### config.mk
export PLATFORM = sky130hd
export DESIGN_NAME = out_bus_rr_arbiter
export DESIGN_NICKNAME = d
export VERILOG_FILES = /design/src/rtl/out_bus_pkg.sv /design/src/rtl/rr_pick4.sv /design/src/rtl/out_bus_rr_arbiter.sv
export SDC_FILE = /design/constraint.sdc
export NUM_CORES = 1
export LEC_CHECK = 0
export ABC_AREA = 1
export CORE_MARGIN = 10
export CORE_UTILIZATION = 30
export DETAILED_ROUTE_END_ITERATION = 12
export PLACE_DENSITY = 0.66
export SLEW_MARGIN = 40
export SYNTH_ARGS = -nofsm -noshare
export SYNTH_HDL_FRONTEND = slang
export SYNTH_SLANG_ARGS = --single-unit
export TNS_END_PERCENT = 10
### constraint.sdc
create_clock -name clk -period 1.6 [get_ports clk]
set_input_delay 0.16 -clock clk [delete_from_list [all_inputs] [get_ports clk]]
set_output_delay 0.16 -clock clk [all_outputs]
set_load 0.005 [all_outputs]
### src/rtl/out_bus_pkg.sv
// rtl/out_bus_pkg.sv - shared constants, state encoding and grant helpers for the output bus arbiter
package out_bus_pkg;

  localparam int NUM_REQ = 4;
  localparam int SEL_W   = 2;

  typedef enum logic {
    ST_IDLE = 1'b0,
    ST_BUSY = 1'b1
  } state_t;

  localparam logic [NUM_REQ-1:0] GNT_NONE = '0;
  localparam logic [NUM_REQ-1:0] GNT_LSB  = NUM_REQ'(1);

  function automatic logic [NUM_REQ-1:0] idx_to_onehot(input logic [SEL_W-1:0] idx);
    return GNT_LSB << idx;
  endfunction

endpackage

### src/rtl/rr_pick4.sv
// rtl/rr_pick4.sv - combinational rotating-priority pick of one of four requests starting at ptr
module rr_pick4
  import out_bus_pkg::*;
(
  input  logic [NUM_REQ-1:0] req,
  input  logic [SEL_W-1:0]   ptr,
  output logic               any,
  output logic [SEL_W-1:0]   win
);

  logic [SEL_W-1:0] w_idx;

  // Scan from the farthest offset back to ptr so the nearest set bit wins.
  always_comb begin
    any   = |req;
    win   = ptr;
    w_idx = '0;
    for (int k = NUM_REQ - 1; k >= 0; k--) begin
      w_idx = ptr + SEL_W'(k);
      if (req[w_idx]) begin
        win = w_idx;
      end
    end
  end

endmodule

### src/rtl/out_bus_rr_arbiter.sv
// rtl/out_bus_rr_arbiter.sv - round-robin owner of a shared output bus with per-grant word limit
module out_bus_rr_arbiter
  import out_bus_pkg::*;
#(
  parameter int WIDTH    = 8,
  parameter int MAX_HOLD = 4
) (
  input  logic                clk,
  input  logic                rst,
  input  logic [NUM_REQ-1:0]  req,
  input  logic [WIDTH-1:0]    d0,
  input  logic [WIDTH-1:0]    d1,
  input  logic [WIDTH-1:0]    d2,
  input  logic [WIDTH-1:0]    d3,
  output logic [NUM_REQ-1:0]  gnt,
  output logic [SEL_W-1:0]    sel,
  output logic                busy,
  output logic [WIDTH-1:0]    y,
  output logic                y_valid
);

  localparam int                HOLD_W    = $clog2(MAX_HOLD + 1);
  localparam logic [HOLD_W-1:0] HOLD_LAST = HOLD_W'(MAX_HOLD - 1);

  state_t              r_state, w_state_nx;
  logic [NUM_REQ-1:0]  r_gnt, w_gnt_nx;
  logic [SEL_W-1:0]    r_sel, w_sel_nx;
  logic [SEL_W-1:0]    r_ptr, w_ptr_nx;
  logic [HOLD_W-1:0]   r_hold_cnt, w_hold_cnt_nx;
  logic [WIDTH-1:0]    r_y, w_y_nx;
  logic                r_y_valid, w_y_valid_nx;
  logic                w_any;
  logic [SEL_W-1:0]    w_win;
  logic [WIDTH-1:0]    w_mux;

  rr_pick4 u_pick (
    .req (req),
    .ptr (r_ptr),
    .any (w_any),
    .win (w_win)
  );

  // In BUSY r_sel is the grantee, so the registered select drives the mux.
  always_comb begin
    case (r_sel)
      2'd0:    w_mux = d0;
      2'd1:    w_mux = d1;
      2'd2:    w_mux = d2;
      default: w_mux = d3;
    endcase
  end

  always_comb begin
    w_state_nx    = r_state;
    w_gnt_nx      = r_gnt;
    w_sel_nx      = r_sel;
    w_ptr_nx      = r_ptr;
    w_hold_cnt_nx = r_hold_cnt;
    w_y_nx        = r_y;
    w_y_valid_nx  = 1'b0;
    case (r_state)
      ST_IDLE: begin
        if (w_any) begin
          w_state_nx    = ST_BUSY;
          w_gnt_nx      = idx_to_onehot(w_win);
          w_sel_nx      = w_win;
          w_hold_cnt_nx = '0;
        end
      end
      default: begin
        if (req[r_sel]) begin
          w_y_nx       = w_mux;
          w_y_valid_nx = 1'b1;
        end
        // A drop on the limit edge is a plain drop: no word, same release.
        if (!req[r_sel] || r_hold_cnt == HOLD_LAST) begin
          w_state_nx = ST_IDLE;
          w_gnt_nx   = GNT_NONE;
          w_ptr_nx   = r_sel + SEL_W'(1);
        end else begin
          w_hold_cnt_nx = r_hold_cnt + 1'b1;
        end
      end
    endcase
  end

  always_ff @(posedge clk) begin
    if (rst) begin
      r_state    <= ST_IDLE;
      r_gnt      <= GNT_NONE;
      r_sel      <= '0;
      r_ptr      <= '0;
      r_hold_cnt <= '0;
      r_y        <= '0;
      r_y_valid  <= 1'b0;
    end else begin
      r_state    <= w_state_nx;
      r_gnt      <= w_gnt_nx;
      r_sel      <= w_sel_nx;
      r_ptr      <= w_ptr_nx;
      r_hold_cnt <= w_hold_cnt_nx;
      r_y        <= w_y_nx;
      r_y_valid  <= w_y_valid_nx;
    end
  end

  assign gnt     = r_gnt;
  assign sel     = r_sel;
  assign busy    = (r_state == ST_BUSY);
  assign y       = r_y;
  assign y_valid = r_y_valid;

endmodule

== After elaboration in Yosys (flattened, before gate mapping) ==
Index checks and enable logic that the tools add are counted.

* Bits in registers: 21
* Input bits: 38
* Output and inout port bits: 16
* Word-level logic and storage cells: 60

* Add/subtract/negate cells: 5
* $lt $le $gt $ge: 5
* Equality and inequality tests: 5
* Shift-type cells: 1
* Muxes and demuxes: 25
* Bitwise gates (word level): 1
* Reduce and logical (&&, ||, !) cells: 11

{| class="wikitable"
|+ Operator list
! kind !! count
|-
| one-hot mux 8 bit (3 select lines) || 1
|-
| < comparator 2 x 3 -> 1 bit (second input constant) || 5
|-
| two-way mux 4 bit || 3
|-
| binary-select mux 1 bit (select 2 bit) || 5
|-
| AND reduction 2 bit || 5
|-
| two-way mux 1 bit || 9
|-
| two-way mux 3 bit || 3
|-
| two-way mux 2 bit || 4
|-
| adder 2 x 1 -> 2 bit (second input constant) || 2
|-
| adder 2 bit (second input constant) || 2
|-
| OR reduction 4 bit || 1
|-
| << shifter 1 x 2 -> 4 bit (first input constant) || 1
|-
| adder 3 x 1 -> 3 bit (second input constant) || 1
|-
| == test 3 x 2 -> 1 bit (second input constant) || 1
|-
| == test 2 x 1 -> 1 bit (second input constant) || 1
|-
| == test 2 bit (second input constant) || 1
|-
| logical NOT 2 bit || 1
|-
| != test 2 x 1 -> 1 bit (second input constant) || 1
|-
| != test 2 bit (second input constant) || 1
|-
| nonzero test 2 bit || 1
|-
| OR reduction 2 bit || 1
|-
| logical NOT 1 bit || 1
|-
| logical OR 1 bit || 1
|-
| inverter 1 bit || 1
|}

== Longest topological paths before layout ==
* Depth after elaboration: 10
* Gate-level depth with buffers: 12
* Mapped depth without buffers: 12

== Cells and area by module ==
Synthesis repeated with hierarchy kept, for this count alone.

* Cells, all modules: 199
* Area, all modules: 1,327.5 µm²

{| class="wikitable"
|+ By module, submodules not included
! module !! instances !! cells each !! area each (µm²) !! sequential area each (µm²)
|-
| out_bus_rr_arbiter || 1 || 149 || 1,109.8 || 420.4
|-
| rr_pick4 || 1 || 50 || 217.7 || 0.0
|}

== Worst setup path before layout ==
OpenSTA, ideal clock, no wires.

* Path kind: reg-to-reg
* From: register r_sel[0], in the netlist sel[0]
* To: register r_y[6], in the netlist y[6]
* Setup time: 127 ps
* Data arrival time: 1,213 ps
* Data required time: 1,473 ps
* Slack: 260 ps
* Stages on the path, launching flop included: 7
* Path buffers: 1
* Period minus slack after synthesis: 1,340 ps
* Cells stage by stage: dfxtp_1 ha_1 inv_1 clkbuf_1 nand2_1 o22ai_1 o21ai_0

* Cells in the longest elaborated chain, start to end: 3
* Elaborated cells on any way between the ends: 7
* Those cells by class: 2 x eq/ne; 3 x mux; 2 x reduce/logical

{| class="wikitable"
|+ RTL lines
! what !! line !! text
|-
| start, declared || out_bus_rr_arbiter.sv:27 || <nowiki>logic [SEL_W-1:0] r_sel, w_sel_nx;</nowiki>
|-
| start signal, assigned || out_bus_rr_arbiter.sv:99 || <nowiki>r_sel <= w_sel_nx;</nowiki>
|-
| binary-select mux 1 bit (select 2 bit) || out_bus_rr_arbiter.sv:71 || <nowiki>if (req[r_sel]) begin</nowiki>
|-
| two-way mux 1 bit (not written as such) || out_bus_rr_arbiter.sv:71 ||
|-
| AND reduction 2 bit (no source line) || - ||
|-
| end signal, assigned || out_bus_rr_arbiter.sv:102 || <nowiki>r_y <= w_y_nx;</nowiki>
|-
| end, declared || out_bus_rr_arbiter.sv:30 || <nowiki>logic [WIDTH-1:0] r_y, w_y_nx;</nowiki>
|}

Several ways; a longest one is shown, not always the timed one. The select of a mux whose other input is x is not followed.
A chain may end at the register's enable or synchronous reset.

== Worst setup path after layout ==
* From: register r_state, in the netlist busy
* To: output port busy

{| class="wikitable"
|+ RTL lines
! what !! line !! text
|-
| start, declared || out_bus_rr_arbiter.sv:25 || <nowiki>state_t r_state, w_state_nx;</nowiki>
|-
| start signal, assigned || out_bus_rr_arbiter.sv:97 || <nowiki>r_state <= w_state_nx;</nowiki>
|-
| end, declared || out_bus_rr_arbiter.sv:17 || <nowiki>output logic busy,</nowiki>
|}

No word-level cell between the ends.

==> flow_summary.ini <==
[grt]
grt_pass1_wl_um = 6630
grt_pass1_vias = 1364
global_route.usage.met3_pct = 4.07
grt.overflow.total = 0
gr-usage-all-layers_pct = 10.9
grtUsageMet2_pct = 18.9
grt_use_met1_pct = 12.2
antenna_found_initial = 0
grt_max_degree = 14
busiest_layer = met2

[hold_path]
hp-start = r_hold_cnt[2]
whs_path_depth = 2
hold-path-endpoint = r_hold_cnt[2]
min_path_type = flop to flop

[worst_setup_path]
critPathTopFamily = buffers and inverters
rr_worst_depth = 11
crit_buf_inv = 1
crit_path_end_kind = output port
rrSetupSlack_ps = 190
path_class = flop to output port
crit-reg2reg-capture = gnt[3]
slowest_delay_ps = 540
critPathMaxFanout = 8
crit_path_start_kind = flop
crit_start = busy
slowest_stage = clkdlybuf4s50_1
worstPathCellList = clkdlybuf4s50_1
critical_path_arrival_ps = 1260
r2r-start = r_ptr[0]
required_ps = 1440

[floorplan]
initial_utilization_pct = 31.6
die_h_um = 85.6
core-area_um2 = 4090
rows = 23
dieWidth_um = 85.6
num_io_pins = 54
die_area_um2 = 7330

[synth]
syn_inst = 190
syn_area_um2 = 1290
synth_cell_types = 19
synth-compound-area-share_pct = 24.3
ys.warnings.count = 0
synthAdderAreaFrac_pct = 5.81
synthXorXnorAreaFrac_pct = 0
synth_top_family_by_area = simple AND/OR/NAND/NOR gates
yosysSeqAreaShare_pct = 32.6
synth_top_area_share_pct = 32.6
ys_top_cells_by_area = dfxtp_1 33%, nand2_1 16%, nand3_1 8.1%, ha_1 5.8%, o21ai_0 5.8%
synth_mux_area_share_pct = 0
yosysTopAreaCell = dfxtp_1
synth-simple-area-share_pct = 28.3
avgSynthCellArea_um2 = 6.80
syn-num-nets = 234
synth_seq_cells = 21

[timing]
rsz0062_at_grt = true
fin_crit_sh_pct = 88.9
finalSetupViolations = 0
relSlewSlack_pct = 77.8
setup_slack_ps = 177
hold_viol = 0
max_freq_mhz = 703
slew_violations = 0
tns_ps = 0
worst_slew_pin_slew_ps = 334
post-route-min-period_ps = 1420
fin_skew_ps = 5.18

[clock_tree]
cts_setup_buffers = 0
cts_root_buffer = clkbuf_8
cts_tree = built
clock_path_buffers = 2
cts_buffers = 3
path_clk_slew_ps = 80
clk_latency_ps = 270
htreeDepth = 1
cts_sinks = 21

[drt]
drtIter0Drc = 75
drt_wl_total_um = 4120
ant_nets = 0
vias_per_cell = 4.67
vias = 1420
first_pass_iters = 4
avgRoutedWirePerCell_um = 13.6
drc_errors = 0

[power_and_ir_drop]
power.ir.vdd_worst_v = 0.000551
p_per_area_nw_per_um2 = 920
cellLeakagePower_nw = 0.915

[job]
maxCapViolations = 0

[cells_and_area]
stdcell_area_um2 = 2020
mostFrequentLayoutCells = 54 x nand2_1, 53 x clkdlybuf4s50_1, 21 x nand3_1
final_common_cell = nand2_1
areaGrowthSynthToFinish_pct = 56.1
nets = 299
drive_above_1_share_pct = 15.0
antenna_cells = 0

[placed_design]
gp_congestion = 0.804
placed_cell_area_um2 = 1960
io_buffers = 53
hpwl_um = 3310
place_ws_ps = -90.6

[status]
status = finished clean
## worst min-delay path: stages, from the launching register on
cell     delay [ps]
dfxtp_1         320
nand2_1          60
a21oi_1          50
## kinds of logic after synthesis
logic type                 after synthesis
DFF                                     21
adders and majority gates                6
AOI/OAI and AO/OA                       49
buffers and inverters                   30
and+or+nand+nor                         84
## routing by layer
metal  vias to the layer above  part of all wire, %
li1                        767                    -
met2                        34                   50
met1                       615                   43
met4                         0                 0.78
met3                         4                  6.7
met5                         -                    0
## Yosys cell counts, drive strengths merged
cell    number
nand2       59
inv         23
nand3       22
dfxtp       21
o21ai       17
a21oi       14
a22o         8
o22ai        8
clkbuf       6
ha           6
nor2         3
a21boi       1
a41oi        1
buf          1
## stage by stage
stage / utilization, % / std cells / hold WS [ps] / total power, mW
6_report: 49.3 / 304 / 462 / 1.85
5_1_grt: 49.3 / 304 / 487 / 2.02
4_1_cts: 49.1 / 304 / 466 / 1.87
3_5_place_dp: 47.9 / 300 / 453 / 1.50
3_3_place_gp: 47.9 / 300 / 451 / 1.49
2_1_floorplan: - / 190 / 354 / 1.14
## report_power, final
part | switching (mW) | total [mW] | leakage, nW | internal, mW
registers | 0.0566 | 0.651 | 0.172 | 0.595
clock network | 0.189 | 0.365 | 0.0217 | 0.176
logic | 0.420 | 0.838 | 0.720 | 0.419
total | 0.665 | 1.85 | 0.915 | 1.19
## cell type report
cell class | instances | area, um2
inverter | 23 | 86.3
sequential | 21 | 424
timing repair buffer | 67 | 636
tap | 50 | 62.6
fill | 425 | 2070
multi-input combinational | 139 | 758
clock inverter | 1 | 7.51
clock buffer | 3 | 41.3
## how the worst max path moves through the flow
| stage | end | depth (start not counted) |
|---|---|---|
| after floorplan | y[6] | 6 |
| after global placement | gnt[1] | 9 |
| after detailed placement | gnt[2] | 9 |
| after CTS | busy | 1 |
| after global routing | gnt[1] | 11 |
| final | busy | 1 |
## flip-flops by register name, indices dropped and copies added (netlist names)
name        cells
sel             2
y_valid         1
busy            1
gnt             4
r_ptr           2
r_hold_cnt      3
y               8
## repair_timing
action	4_1_cts	5_1_grt
resized for setup	0	6
setup endpoints to repair	0	7
hold buffers	0	0
No activity file was read; power rests on OpenSTA's default activity.
